**src/rtl/mem_arb_pkg.sv**
```systemverilog
// Shared encodings and helpers for the two-requester memory arbiter.
package mem_arb_pkg;

  localparam logic [1:0] IDLE  = 2'b00;
  localparam logic [1:0] OWN_I = 2'b01;
  localparam logic [1:0] OWN_D = 2'b10;

  localparam logic REQ_I = 1'b0;
  localparam logic REQ_D = 1'b1;

  // Two-bit bank index starting at bit lsb of a word address.
  function automatic logic [1:0] bank_of(input logic [31:0] addr, input int unsigned lsb);
    logic [31:0] sh;
    sh = addr >> lsb;
    return sh[1:0];
  endfunction

endpackage

```
**src/rtl/arb_return_pipe.sv**
```systemverilog
// Tracks in-flight reads so returning data is steered to the requester that issued it.
module arb_return_pipe #(
  parameter int MEM_LAT = 2
) (
  input  logic clk,
  input  logic rst,
  input  logic issue,
  input  logic owner_in,
  output logic valid,
  output logic owner
);

  logic [MEM_LAT-1:0] vld_q;
  logic [MEM_LAT-1:0] own_q;

  always_ff @(posedge clk or posedge rst) begin
    if (rst) begin
      vld_q <= '0;
      own_q <= '0;
    end else begin
      vld_q[0] <= issue;
      own_q[0] <= owner_in;
      for (int k = 1; k < MEM_LAT; k++) begin
        vld_q[k] <= vld_q[k-1];
        own_q[k] <= own_q[k-1];
      end
    end
  end

  assign valid = vld_q[MEM_LAT-1];
  assign owner = own_q[MEM_LAT-1];

endmodule

```
**src/rtl/mem_arbiter.sv**
```systemverilog
// Grants the banked main memory to the I-cache or D-cache controller for a whole
// line transaction and routes read data back to whoever issued the read.
//
// state | meaning
// IDLE  | nobody owns memory; no accesses issued
// OWN_I | I-cache controller owns memory
// OWN_D | D-cache controller owns memory
module mem_arbiter
  import mem_arb_pkg::*;
#(
  parameter int ADDR_W   = 16,
  parameter int DATA_W   = 16,
  parameter int MEM_LAT  = 2,
  parameter int BANK_LSB = 1
) (
  input  logic              clk,
  input  logic              rst,
  input  logic              req_i,
  input  logic              rd_i,
  input  logic              wr_i,
  input  logic [ADDR_W-1:0] addr_i,
  input  logic [DATA_W-1:0] wdata_i,
  input  logic              req_d,
  input  logic              rd_d,
  input  logic              wr_d,
  input  logic [ADDR_W-1:0] addr_d,
  input  logic [DATA_W-1:0] wdata_d,
  output logic              gnt_i,
  output logic              stall_i,
  output logic              rvalid_i,
  output logic [DATA_W-1:0] rdata_i,
  output logic              err_i,
  output logic              gnt_d,
  output logic              stall_d,
  output logic              rvalid_d,
  output logic [DATA_W-1:0] rdata_d,
  output logic              err_d,
  output logic              mem_rd,
  output logic              mem_wr,
  output logic [ADDR_W-1:0] mem_addr,
  output logic [DATA_W-1:0] mem_wdata,
  input  logic [DATA_W-1:0] mem_rdata,
  input  logic [3:0]        mem_busy,
  input  logic              mem_stall,
  input  logic              mem_err
);

  logic [1:0] state_q, state_d;
  logic       last_gnt_q, last_gnt_d;

  always_comb begin
    state_d    = state_q;
    last_gnt_d = last_gnt_q;
    case (state_q)
      IDLE: begin
        if (req_i && (!req_d || last_gnt_q == REQ_D)) begin
          state_d    = OWN_I;
          last_gnt_d = REQ_I;
        end else if (req_d) begin
          state_d    = OWN_D;
          last_gnt_d = REQ_D;
        end
      end
      OWN_I: begin
        if (!req_i) begin
          if (req_d) begin
            state_d    = OWN_D;
            last_gnt_d = REQ_D;
          end else begin
            state_d = IDLE;
          end
        end
      end
      OWN_D: begin
        if (!req_d) begin
          if (req_i) begin
            state_d    = OWN_I;
            last_gnt_d = REQ_I;
          end else begin
            state_d = IDLE;
          end
        end
      end
      default: state_d = IDLE;
    endcase
  end

  always_ff @(posedge clk or posedge rst) begin
    if (rst) begin
      state_q    <= IDLE;
      last_gnt_q <= REQ_D;
    end else begin
      state_q    <= state_d;
      last_gnt_q <= last_gnt_d;
    end
  end

  logic              own_i, own_d;
  logic              o_req, o_rd, o_wr;
  logic [ADDR_W-1:0] o_addr;
  logic [DATA_W-1:0] o_wdata;
  logic [1:0]        o_bank;
  logic              active, conflict, issue;

  assign own_i = (state_q == OWN_I);
  assign own_d = (state_q == OWN_D);

  // Owner's request lines; meaningless in IDLE since active is then low.
  assign o_req   = own_d ? req_d   : req_i;
  assign o_rd    = own_d ? rd_d    : rd_i;
  assign o_wr    = own_d ? wr_d    : wr_i;
  assign o_addr  = own_d ? addr_d  : addr_i;
  assign o_wdata = own_d ? wdata_d : wdata_i;
  assign o_bank  = bank_of(32'(o_addr), BANK_LSB);

  assign active   = (own_i | own_d) & o_req;
  assign conflict = active & o_rd & o_wr;
  assign issue    = active & (o_rd ^ o_wr) & !mem_busy[o_bank] & !mem_stall;

  assign mem_rd    = issue & o_rd;
  assign mem_wr    = issue & o_wr;
  assign mem_addr  = issue ? o_addr : '0;
  assign mem_wdata = issue ? o_wdata : '0;

  assign gnt_i = own_i;
  assign gnt_d = own_d;

  // Rd/wr with req low is ignored by the owner, so no stall is reported for it.
  assign stall_i = !rst & (own_i ? (active & (rd_i | wr_i) & !issue) : (rd_i | wr_i));
  assign stall_d = !rst & (own_d ? (active & (rd_d | wr_d) & !issue) : (rd_d | wr_d));

  // Only the owner can issue, so a memory error always belongs to the owner.
  assign err_i = !rst & own_i & (conflict | mem_err);
  assign err_d = !rst & own_d & (conflict | mem_err);

  logic ret_valid, ret_owner;

  arb_return_pipe #(
    .MEM_LAT(MEM_LAT)
  ) u_return_pipe (
    .clk      (clk),
    .rst      (rst),
    .issue    (mem_rd),
    .owner_in (own_d),
    .valid    (ret_valid),
    .owner    (ret_owner)
  );

  assign rvalid_i = ret_valid & (ret_owner == REQ_I);
  assign rvalid_d = ret_valid & (ret_owner == REQ_D);
  assign rdata_i  = rvalid_i ? mem_rdata : '0;
  assign rdata_d  = rvalid_d ? mem_rdata : '0;

endmodule
```
**config.mk**
```make
export PLATFORM = sky130hd
export DESIGN_NAME = mem_arbiter
export DESIGN_NICKNAME = d
export VERILOG_FILES = /design/src/rtl/mem_arb_pkg.sv /design/src/rtl/arb_return_pipe.sv /design/src/rtl/mem_arbiter.sv
export SDC_FILE = /design/constraint.sdc
export NUM_CORES = 1
export LEC_CHECK = 0
export BUFFER_PORTS_ARGS = -buffer_cell sky130_fd_sc_hd__buf_2
export CAP_MARGIN = 10
export CORE_ASPECT_RATIO = 0.9
export CORE_MARGIN = 2
export CORE_UTILIZATION = 36
export CTS_BUF_LIST = sky130_fd_sc_hd__clkbuf_4 sky130_fd_sc_hd__clkbuf_8 sky130_fd_sc_hd__clkbuf_16
export DETAILED_ROUTE_END_ITERATION = 12
export PLACE_DENSITY = 0.89
export SLEW_MARGIN = 20
export SYNTH_ARGS = -nofsm -noshare
export SYNTH_HDL_FRONTEND = slang
export SYNTH_SLANG_ARGS = --single-unit
export TNS_END_PERCENT = 100
```
**constraint.sdc**
```tcl
create_clock -name clk -period 4.1 [get_ports clk]
set_input_delay 0.615 -clock clk [delete_from_list [all_inputs] [get_ports clk]]
set_output_delay 0.615 -clock clk [all_outputs]
set_load 0.02 [all_outputs]
```
==> flow_metrics.tcl <==
set metrics [dict create \
    ys_ff_latch 7 \
    timing.final.max_slew_violations 0 \
    switching_share_pct 49.6 \
    yosysTopAreaCellShare_pct 24.1 \
    fp.dieW_um 69.1 \
    cts_sinks 7 \
    skew_ns 0.00281 \
    syn_inst 180 \
    cts_buffers 3 \
    initial_core_util_pct 37.3 \
    hpwl_um 4280 \
    crit_arrival_ns 2.97 \
    clk_root_buffer_cell "clkbuf_8" \
    dpl_worst_slack_ns 0.771 \
    overflow 0 \
    clk_pin_slew_ns 0.05 \
    drt-initial-drc-count 63 \
    io_pins 168 \
    cts-htree-levels 1 \
    total_power_uw 824 \
    clk_latency_ns 0.23 \
    period_share_pct 87.4 \
    endpoint_kind "output pin" \
    nNetsFinal 441 \
    grt_pass1_vias 1782 \
    async_flop_share_pct 100 \
    status "finished, final reports clean" \
    dp.cells 383 \
    routabilityCongestion 0.798 \
    max_freq_mhz 279 \
    p_switching_uw 409 \
    p_int_uw 415 \
    hold_path_class "reg -> reg" \
    wirelength_um 5120 \
    powerDensity_mw_per_mm2 367 \
    grt_pass1_wl_um 8240 \
    clock_power_share_pct 12.0 \
    worstSetupPathType "reg -> out" \
    areaGrowthSynthToFinish_pct 63.9 \
    insertedDiodeCount 0 \
    fin_cells 387 \
    relSlewSlack_pct 46.4 \
    io_buffers 167 \
    yosys.area.top_type "mux2i_1" \
    synth_area_mm2 0.00137 \
    fin_crit_ns 3.58 \
    tritoncts "yes" \
    irDropWorstVdd_mv 0.293 \
    critical_path_required_ns 3.48 \
    p_comb_share_pct 71.6 \
    drc 0 \
    row_count 21 \
    whs_ns 0.353 \
    drive_above_1_share_pct 58.4 \
    cap_viol_max_count 0 \
    hold_viol_final 0 \
    track_usage_pct 22.6 \
    finalSetupTns_ns 0 \
    worst_setup_path_start_kind "register" \
    finalSetupViolations 0 \
    core_area_mm2 0.00368 \
    first_pass_iters 4 \
    yosysSeqAreaShare_pct 12.9 \
    rsz0062_at_grt "no" \
    drt-wirelength-per-cell_um 13.2 \
    worst_slack_ns 0.518 \
    cts_setup_buffers 0 \
    synth_nets 279 \
    synth_area_leaders "mux2i_1 (24%), dfrtp_1 (11%), nor2_2 (10%)" \
    synth-edff-count 0 \
    power_frac_seq_pct 16.4 \
    cts_buffer_depth 2 \
    die_height_um 62.6 \
    synthFlopType "dfrtp_1" \
    num-fill-cells 330 \
    synth_warnings 0 \
    cts_resized 0 \
    synth_cell_types 32 \
    vias 1880 \
    die-area_mm2 0.00432 \
    antenna_found_initial 0 \
    postRouteAntennaNets 0 \
    path_max_fanout 36 \
    worstMarginPinSlew_ns 0.802 \
    leakagePower_uw 0.00137 \
    avgSynthCellArea_um2 7.62 \
    avgViaCountPerCell 4.86 \
    grt_max_degree 37 \
    hold_buffers 0 \
]
==> cell families (layout without fill, tap and decap cells) <==
family                     after synthesis  in the layout  share of synthesized area (%)
buffers and inverters                   18            179                           7.30
adders and majority gates                5              5                           4.56
muxes                                   34             34                           24.9
and+or+nand+nor                         91             91                           38.3
DFF                                      7              7                           12.9
AOI/OAI and AO/OA                       23             23                           10.8
xor gates and xnor gates                 2              2                           1.28
==> cell usage in the layout, fill, tap and decap left out, types with 2 or more instances in the layout <==
cell | Yosys | final
buf_2 | 2 | 167
o21a_1 | 3 | 3
nor2_2 | 22 | 22
nand2b_1 | 2 | 2
a21oi_1 | 6 | 6
nor3_1 | 3 | 3
a211oi_1 | 3 | 3
nor2_1 | 16 | 16
nor2b_1 | 4 | 4
dfrtp_1 | 6 | 6
o21ai_0 | 5 | 5
inv_1 | 7 | 7
clkbuf_8 | 0 | 3
ha_1 | 5 | 4
nand2_1 | 6 | 6
and2_1 | 19 | 19
and3_1 | 16 | 16
mux2i_1 | 33 | 33
==> worst max-delay path: stages (launching register included) <==
cell and delay (ns):
dfrtp_1 0.40, inv_1 0.14, ha_2 0.55, mux2i_1 0.35, nand2b_1 0.12, o21ai_2 0.10
nand4_4 0.53, o21a_1 0.39, buf_2 0.15
==> worst paths after layout <==
check                                       startpoint                      to  slack [ns]  cells past startpoint
worst max-delay path                        state_q[0]                 stall_d        0.52                      8
worst min-delay path            u_return_pipe.vld_q[0]  u_return_pipe.vld_q[1]        0.35                      0
worst max register to register              state_q[0]  u_return_pipe.vld_q[0]        1.52                      7
worst min register to register  u_return_pipe.vld_q[0]  u_return_pipe.vld_q[1]        0.35                      0
max in group asynchronous                          rst              last_gnt_q        3.45                      2
min in group asynchronous                          rst              state_q[0]        0.36                      2
==> power groups by stage <==
stage	logic [µW]	clock network, µW	registers, µW
after CTS	589	99.8	136
after global routing	645	105	139
after detailed placement	589	0	136
after floorplan	468	0	116
after global placement	576	0	131
final	590	98.9	135
==> Yosys cell counts, types with 2 or more instances <==
library cell   n
a21oi_1        6
nor3_1         3
nor2_2        22
buf_2          2
clkbuf_1       5
o21ai_0        5
and2_1        19
nor2_1        16
nand2_1        6
nor2b_1        4
dfrtp_1        6
buf_6          4
ha_1           5
nand2b_1       2
mux2i_1       33
inv_1          7
and3_1        16
a211oi_1       3
o21a_1         3
==> registers in the layout (all words and copies together), names as in the netlist <==
register / cells
state_q: 2
u_return_pipe.own_q: 2
u_return_pipe.vld_q: 2
last_gnt_q: 1
==> metal layers <==
metal,routed length [µm],GRT usage [%]
met5,0,0
met4,78,6.62
met3,346,4.52
met2,2750,43.4
met1,1940,24.9
==> area by class of cell <==
cell class,instances,area (µm²),share of cell area [%]
multi-input cells,155,1100,48.8
repair buffers,168,843,37.5
flip-flops and latches,7,176,7.85
well taps,46,57.6,2.56
clock buffers,3,41.3,1.84
inverters,7,26.3,1.17
clock inverters,1,5.00,0.223
==> metrics by stage <==
stage,utilization (%),area (µm²)
6_report,61.1,2250
3_3_place_gp,59.8,2200
3_5_place_dp,59.8,2200
5_1_grt,61.1,2250
2_1_floorplan,-,1370
4_1_cts,61.1,2250
Note: power is estimated with default switching activity, not from simulation.
